==> src/rtl/sync_to_ncl_tx_if.sv <==
// Clocked source handshake plus dual-rail NCL channel for sync_to_ncl_tx.
// master = stimulus side, slave = transmitter.
interface sync_to_ncl_tx_if #(
  parameter int WIDTH = 8
);
  logic [WIDTH-1:0] in_data;
  logic             in_valid;
  logic             in_ready;
  logic [WIDTH-1:0] rail1;
  logic [WIDTH-1:0] rail0;
  logic             ki;

  modport master (
    output in_data, in_valid, ki,
    input  in_ready, rail1, rail0
  );

  modport slave (
    input  in_data, in_valid, ki,
    output in_ready, rail1, rail0
  );
endinterface

==> src/rtl/sync_to_ncl_tx.sv <==
// Clocked valid/ready to four-phase dual-rail NCL transmitter.
// Alternates whole-word DATA and NULL wavefronts paced by synchronized ki.
module sync_to_ncl_tx #(
  parameter int WIDTH       = 8,
  parameter int SYNC_STAGES = 2,
  parameter int TIMEOUT     = 255,
  parameter int COUNT_W     = 16
) (
  input  logic               clk,
  input  logic               rst,
  sync_to_ncl_tx_if.slave    bus,
  output logic               busy,
  output logic               timeout_err,
  output logic [COUNT_W-1:0] word_count
);

  typedef enum logic [1:0] {
    IDLE    = 2'd0,
    DATA    = 2'd1,
    NULL_PH = 2'd2
  } state_e;

  localparam logic [15:0] TO_LIM = 16'(TIMEOUT);

  state_e                 state_q, state_d;
  logic [WIDTH-1:0]       rail1_q, rail1_d;
  logic [WIDTH-1:0]       rail0_q, rail0_d;
  logic [15:0]            cnt_q, cnt_d, cnt_inc;
  logic                   err_q, err_d;
  logic [COUNT_W-1:0]     wc_q, wc_d;
  logic [SYNC_STAGES-1:0] ki_sync_q, ki_sync_d;
  logic                   ki_s;
  logic                   xfer;

  assign ki_s = ki_sync_q[SYNC_STAGES-1];
  assign xfer = (state_q == IDLE) && ki_s && bus.in_valid;

  always_comb begin
    ki_sync_d = {ki_sync_q[SYNC_STAGES-2:0], bus.ki};
    state_d   = state_q;
    rail1_d   = rail1_q;
    rail0_d   = rail0_q;
    wc_d      = wc_q;
    cnt_inc   = (cnt_q == 16'hFFFF) ? cnt_q : cnt_q + 16'd1;
    cnt_d     = 16'd0;
    unique case (state_q)
      IDLE: begin
        if (xfer) begin
          state_d = DATA;
          rail1_d = bus.in_data;
          rail0_d = ~bus.in_data;
        end
      end
      DATA: begin
        if (!ki_s) begin
          state_d = NULL_PH;
          rail1_d = '0;
          rail0_d = '0;
        end else begin
          cnt_d = cnt_inc;
        end
      end
      NULL_PH: begin
        if (ki_s) begin
          state_d = IDLE;
          wc_d    = wc_q + COUNT_W'(1);
        end else begin
          cnt_d = cnt_inc;
        end
      end
      default: begin
        state_d = IDLE;
        rail1_d = '0;
        rail0_d = '0;
      end
    endcase
    // sticky: the FSM keeps waiting, only the flag records the stall
    err_d = err_q || (cnt_d >= TO_LIM);
  end

  always_ff @(posedge clk or posedge rst) begin
    if (rst) begin
      state_q   <= IDLE;
      rail1_q   <= '0;
      rail0_q   <= '0;
      cnt_q     <= '0;
      err_q     <= 1'b0;
      wc_q      <= '0;
      ki_sync_q <= '0;
    end else begin
      state_q   <= state_d;
      rail1_q   <= rail1_d;
      rail0_q   <= rail0_d;
      cnt_q     <= cnt_d;
      err_q     <= err_d;
      wc_q      <= wc_d;
      ki_sync_q <= ki_sync_d;
    end
  end

  assign bus.rail1    = rail1_q;
  assign bus.rail0    = rail0_q;
  assign bus.in_ready = (state_q == IDLE) && ki_s;
  assign busy         = (state_q != IDLE);
  assign timeout_err  = err_q;
  assign word_count   = wc_q;

endmodule

==> src/flat_wrapper.sv <==
// flat-port wrapper written by rule: the top's interface ports become plain ports
module sync_to_ncl_tx_flat 
#(
  parameter int WIDTH       = 8,
  parameter int SYNC_STAGES = 2,
  parameter int TIMEOUT     = 255,
  parameter int COUNT_W     = 16
)
  (clk, rst, busy, timeout_err, word_count, bus_in_data, bus_in_valid, bus_ki, bus_in_ready, bus_rail1, bus_rail0);
  sync_to_ncl_tx_if #(.WIDTH(WIDTH)) bus_i ();
  input  logic clk;
  input  logic rst;
  output logic busy;
  output logic timeout_err;
  output logic [COUNT_W-1:0] word_count;
  input wire logic [$bits(bus_i.in_data)-1:0] bus_in_data;
  input wire logic [$bits(bus_i.in_valid)-1:0] bus_in_valid;
  input wire logic [$bits(bus_i.ki)-1:0] bus_ki;
  output wire logic [$bits(bus_i.in_ready)-1:0] bus_in_ready;
  output wire logic [$bits(bus_i.rail1)-1:0] bus_rail1;
  output wire logic [$bits(bus_i.rail0)-1:0] bus_rail0;
  assign bus_i.in_data = bus_in_data;
  assign bus_i.in_valid = bus_in_valid;
  assign bus_i.ki = bus_ki;
  assign bus_in_ready = bus_i.in_ready;
  assign bus_rail1 = bus_i.rail1;
  assign bus_rail0 = bus_i.rail0;
  sync_to_ncl_tx #(.WIDTH(WIDTH), .SYNC_STAGES(SYNC_STAGES), .TIMEOUT(TIMEOUT), .COUNT_W(COUNT_W)) u_core (.clk(clk), .rst(rst), .bus(bus_i), .busy(busy), .timeout_err(timeout_err), .word_count(word_count));
endmodule
==> config.mk <==
export PLATFORM = sky130hd
export DESIGN_NAME = sync_to_ncl_tx_flat
export DESIGN_NICKNAME = d
export VERILOG_FILES = /design/src/rtl/sync_to_ncl_tx_if.sv /design/src/rtl/sync_to_ncl_tx.sv /design/src/flat_wrapper.sv
export SDC_FILE = /design/constraint.sdc
export NUM_CORES = 1
export LEC_CHECK = 0
export ABC_AREA = 1
export BUFFER_PORTS_ARGS = -buffer_cell sky130_fd_sc_hd__buf_2
export CORE_MARGIN = 3
export CORE_UTILIZATION = 45
export DETAILED_ROUTE_END_ITERATION = 7
export GPL_TIMING_DRIVEN = 0
export PLACE_DENSITY = 0.69
export SETUP_SLACK_MARGIN = 0.3
export SLEW_MARGIN = 15
export SYNTH_ARGS = -nofsm -noshare
export SYNTH_HDL_FRONTEND = slang
export SYNTH_SLANG_ARGS = --single-unit
==> constraint.sdc <==
create_clock -name clk -period 1.75 [get_ports clk]
set_input_delay 0.35 -clock clk [delete_from_list [all_inputs] [get_ports clk]]
set_output_delay 0.35 -clock clk [all_outputs]
set_load 0.005 [all_outputs]
# After elaboration in Yosys (flattened, before gate mapping)
# Index checks and enable logic that the tools add are counted.
op_classes:
  bitwise_logic: 2
  n_lt_le_gt_ge: 1
  eq_ne: 6
  addsub: 2
  reduce_logical: 8
  muxes: 13
op_table:
  columns: ["operator", "count"]
  rows:
  - ["$mux 16", 3]
  - ["$pmux 8 s3", 2]
  - ["$add 16x1->16 const B", 2]
  - ["$pmux 16 s2", 1]
  - ["$mux 8", 3]
  - ["$eq 16x16->1 const B", 1]
  - ["$ge 16x8->1 const B", 1]
  - ["$not 8->8", 1]
  - ["$mux 2", 3]
  - ["$pmux 2 s3", 1]
  - ["$reduce_and 3->1", 2]
  - ["$ne 2x1->1 const B", 2]
  - ["$eq 2x1->1 const B", 1]
  - ["$eq 2x2->1 const B", 1]
  - ["$logic_and 1x1->1", 2]
  - ["$logic_not 2->1", 1]
  - ["$ne 2x2->1 const B", 1]
  - ["$reduce_and 2->1", 1]
  - ["$reduce_bool 2->1", 1]
  - ["$logic_or 1x1->1", 1]
  - ["$not 1->1", 1]
word_totals:
  output_inout_bits: 35
  elab_cells: 39
  register_bits: 53
  input_bits: 12

# Longest topological paths before layout
depth:
  ltp_word: 6
  ltp_mapped: 13
  depth_no_buf: 13

# Least setup slack after synthesis
# OpenSTA, ideal clock, no wires.
synth_path:
  kind: "flip-flop to flip-flop"
  from: "register u_core.state_q[0]"
  to: "register u_core.rail0_q[0] (netlist: u_core.bus.rail0[0])"
  arrival_ps: 1619
  setup_time_ps: 110
  required_ps: 1640
  synth_period_minus_slack_ps: 1730
  slack_ps: 20
  path_buffers: 2
  path_stages_with_launch: 9
  path_cell_list: "dfrtp_1 inv_1 ha_1 buf_2 inv_2 a21oi_1 clkbuf_1 o21ai_0 o41ai_1"
synth_between:
  elab_chain_cells: 5
  elab_cells_between_ends: 10
  cone_classes: "eq/ne (4); mux (1); bitwise (1); reduce/logical (4)"
synth_rtl:
  columns: ["item", "line_no", "source"]
  rows:
  - ["start, declared", "sync_to_ncl_tx.sv:25", "state_e state_q, state_d;"]
  - ["start signal, assigned", "sync_to_ncl_tx.sv:91", "state_q <= state_d;"]
  - ["$logic_not 2->1", "sync_to_ncl_tx.sv:36, sync_to_ncl_tx.sv:46", null]
  - ["$logic_and 1x1->1 (2 in a row)", "sync_to_ncl_tx.sv:36", "assign xfer = (state_q == IDLE) && ki_s && bus.in_valid;"]
  - ["$ne 2x1->1 (no line)", null, null]
  - ["$reduce_and 3->1 (no line)", null, null]
  - ["end signal, assigned", "sync_to_ncl_tx.sv:93", "rail0_q <= rail0_d;"]
  - ["end, declared", "sync_to_ncl_tx.sv:27", "logic [WIDTH-1:0] rail0_q, rail0_d;"]
# Several ways; a longest one is shown, not always the timed one.
# A chain may end at the register's enable or synchronous reset.

# Final worst setup path
layout_path:
  from: "register u_core.cnt_q[0]"
  to: "register u_core.err_q (netlist: u_core.timeout_err)"
layout_between:
  elab_chain_cells: 6
  elab_cells_between_ends: 8
  cone_classes: "add/sub (1); order compare (1); eq/ne (1); mux (4); reduce/logical (1)"
layout_rtl:
  columns: ["item", "line_no", "source"]
  rows:
  - ["start, declared", "sync_to_ncl_tx.sv:28", "logic [15:0] cnt_q, cnt_d, cnt_inc;"]
  - ["start signal, assigned", "sync_to_ncl_tx.sv:94", "cnt_q <= cnt_d;"]
  - ["$add 16x1->16 / $eq 16x16->1 (equally long branches)", "sync_to_ncl_tx.sv:44", "cnt_inc = (cnt_q == 16'hFFFF) ? cnt_q : cnt_q + 16'd1;"]
  - ["$mux 16 *", "sync_to_ncl_tx.sv:44", null]
  - ["$mux 16 (on tied branches)", "sync_to_ncl_tx.sv:64, sync_to_ncl_tx.sv:55", null]
  - ["$pmux 16 s2 *", "sync_to_ncl_tx.sv:46", "unique case (state_q)"]
  - ["via u_core.cnt_d[1]", "sync_to_ncl_tx.sv:28", null]
  - ["$ge 16x8->1 *", "sync_to_ncl_tx.sv:78", "err_d = err_q || (cnt_d >= TO_LIM);"]
  - ["$logic_or 1x1->1 *", "sync_to_ncl_tx.sv:78", null]
  - ["via u_core.err_d", "sync_to_ncl_tx.sv:29", "logic err_q, err_d;"]
  - ["end signal, assigned", "sync_to_ncl_tx.sv:95", "err_q <= err_d;"]
  - ["end, declared", "sync_to_ncl_tx.sv:29", null]
# The timed path passes the listed nets; every way through them passes the cells marked *.

==> flow_summary.ini <==
[route]
dr.pass1.iters = 4
totalWireLength_um = 6560
drt_iter0_drc = 172
drc = 0
vias_per_cell = 5.07
dr_total_vias = 2466
postRouteAntennaNets = 0
wire_per_inst_um = 13.5

[setup_path]
rr_endpoint = u_core.timeout_err
rrSetupSlack_ps = -70
cp_max_fo = 5
path_buf_inv = 2
start_kind = flop
cp_slowest_stage_delay_ps = 390
path_cells = buf_6 -> ha_4 -> inv_2 -> nor2_4 -> nand2_4 -> o21bai_1 -> nand2_1 -> nor2_2 -> nand3_2 -> nor2_2 -> nand2_1 -> nand2_1
r2r-start = u_core.cnt_q[0]
crit_path_frequent_cell = nand2_1
worst-r2r-cell-count = 12
worstPathArrival_ps = 2080
worstSetupPathType = reg2reg
critPathSlowestCell = dfrtp_1
critical_path.top_delay_family = simple AND/OR/NAND/NOR gates
required_ps = 2010
crit_path_end_kind = flop

[run]
max-cap-violations = 0

[global_routing]
grt_pass1_wl_um = 10700
busiest_layer = met2
grt_antenna_before_repair = 0
use_met3_pct = 3.77
grtUsageTotal_pct = 18.4
grtUsageMet2_pct = 29.3
grt_util_met1_pct = 24.6
grt_remaining_overflow = 0
grt_pass1_vias = 2338
grt_max_degree = 54

[floorplanning]
io_pins = 47
coreArea_mm2 = 0.00564
rows = 27
dieArea_mm2 = 0.00690
die_y_um = 83.1
start_util_pct = 47.4
die_width_um = 83.1

[yosys]
netlist.area_leader.share_pct = 49.6
synth-seq-cells = 53
synth.cell_area_mm2 = 0.00267
yosysUniqueCellTypes = 28
synth_area_leader_cell = dfrtp_1
synthTopCellsByArea = dfrtp_1 (50%), nand2_1 (8.8%), nand3_1 (7.5%)
ys_seq_area_share_pct = 49.6
avgSynthCellArea_um2 = 8.41
postSynthCellCount = 318
syn-num-nets = 336
ys_warn_count = 0

[layout]
diodes = 0
nets = 431
fillers = 401
layout-drive-gt1-share_pct = 41.8
stdcell_area_mm2 = 0.00376
area_growth_pct = 40.6

[pwr]
p_sw_share_pct = 37.5
finalPower_w = 0.00402
p_leak_nw = 2.02
clockPowerShare_pct = 17.6
ir_worst_vdd_uv = 759
p_seq_share_pct = 38.4
power_switching_w = 0.00151
combPwrFrac_pct = 44.0
cell_internal_pwr_w = 0.00251
power_density_mw_per_mm2 = 1070

[clock_network]
postCtsHoldBufs = 0
path_clk_slew_ps = 100
clock_latency_ps = 320
tritoncts = built
cts.sinks = 53
clockBufferDepth = 2
ctsHtreeMaxLevel = 2
cts_made_buffers = 5
cts_root_buf = clkbuf_8

[sta]
period_needed_ps = 1820
max_slew_margin_pct = 73.1
tightest_slew_ps = 403
finalHoldViolCount = 0
fin_skew_ps = 12.9
rsz0062_at_grt = true
clock.fmax_mhz = 549
setup_viol = 1
timing.final.ws_setup_ps = -72.5
maxSlewViolCount = 0
fin_crit_sh_pct = 104

[run_status]
violations = setup timing
status = finished, violations left

[hold_path]
hold_path_class = in2async

[placed_design]
dp_hpwl_um = 4060
place_area_mm2 = 0.00309
globalplace.congestion = 0.788
io_buffers = 46
## layer usage
metal	vias to the layer above	share of wire, %
met1	1160	44
li1	1217	-
met3	19	4.3
met2	70	49
met4	0	2.3
met5	-	0
## worst max path at each step
stage                      startpoint               endpoint  slack [ps]  depth (start not counted)
floorplan           u_core.state_q[0]  u_core.word_count[15]         180                          9
global placement    u_core.state_q[1]     u_core.timeout_err         -80                         13
detailed placement  u_core.state_q[1]     u_core.timeout_err        -130                         12
CTS                 u_core.state_q[0]  u_core.word_count[15]          50                          9
global route          u_core.cnt_q[0]     u_core.timeout_err        -200                         12
finish                u_core.cnt_q[0]     u_core.timeout_err         -70                         12
## state kept, by name (all words and copies together) (netlist names)
name / flops
u_core.state_q: 2
u_core.ki_sync_q: 2
u_core.timeout_err: 1
u_core.bus.rail1: 8
u_core.cnt_q: 16
u_core.word_count: 16
u_core.bus.rail0: 8
## synth_stat cells
| library cell | instances |
|---|---|
| nor2_2 | 7 |
| nand2_1 | 63 |
| or2_2 | 2 |
| a21oi_1 | 6 |
| o21ai_1 | 1 |
| nand2_2 | 3 |
| buf_2 | 3 |
| clkbuf_1 | 3 |
| o21ai_0 | 17 |
| ha_1 | 6 |
| o21bai_1 | 1 |
| o41ai_1 | 8 |
| inv_1 | 37 |
| nor3_4 | 1 |
| and2_1 | 1 |
| nand3_1 | 40 |
| xor2_1 | 10 |
| nor3_1 | 2 |
| nor2_4 | 2 |
| inv_2 | 7 |
| dfrtp_1 | 53 |
| nor3_2 | 1 |
| nand4_1 | 3 |
| clkinv_1 | 1 |
| xnor2_1 | 6 |
| nor2_1 | 31 |
| o21a_1 | 2 |
| nand4_2 | 1 |
## stage by stage
| stage | setup WS, ps | setup TNS, ps | std cells | hold WS, ps | utilization (%) |
|---|---|---|---|---|---|
| global route | -197 | -221 | 486 | 42.2 | 66.6 |
| floorplan | 178 | 0 | 318 | 331 | - |
| finish | -72.5 | -72.5 | 486 | 20.5 | 66.6 |
| global placement | -81.4 | -81.4 | 436 | 335 | 54.8 |
| detailed placement | -129 | -183 | 436 | 337 | 54.8 |
| CTS | 52.4 | 0 | 476 | 130 | 63.0 |
## cells in the final DEF, fill, tap and decap left out, drive strengths merged
cell type and instances:
ha 6, clkinvlp 1, a21oi 6, clkinv 1, nand3 40, nand2 66
xnor2 6, buf 92, and2 1, dfrtp 53, clkbuf 8, o21a 2
nand4 4, o41ai 8, o21ai 18, nor2 40, inv 45, xor2 10
or2 2, nor3 4, o21bai 1
## final cells by class
cell class / instances / area [um^2] / area share, %
Clock inverter: 2 / 13.8 / 0.366
Inverter: 45 / 188 / 4.99
Clock buffer: 6 / 72.6 / 1.93
Tap cell: 72 / 90.1 / 2.40
Timing Repair Buffer: 88 / 592 / 15.7
Multi-Input combinational cell: 214 / 1420 / 37.7
Buffer: 6 / 60.1 / 1.60
Sequential cell: 53 / 1330 / 35.3
## kinds of logic after synthesis
group / synth area share (%)
and+or+nand+nor: 27.1
DFF: 49.6
buffers and inverters: 7.30
AOI/OAI and AO/OA: 7.95
xor gates and xnor gates: 5.24
adders and majority gates: 2.81
## power groups by stage
stage	Clock (W)	Sequential, W	Combinational (W)
2_1_floorplan	0	0.00156	0.000777
4_1_cts	0.000720	0.00155	0.00163
3_5_place_dp	0	0.00157	0.00116
6_report	0.000708	0.00154	0.00177
3_3_place_gp	0	0.00156	0.00113
5_1_grt	0.000775	0.00157	0.00194
## what timing repair did
action	4_1_cts	5_1_grt
pin swaps	19	17
setup endpoints to repair	41	49
resized for setup	40	35
buffers inserted	31	9
cloned	1	0
(Power assumes the default switching activity.)
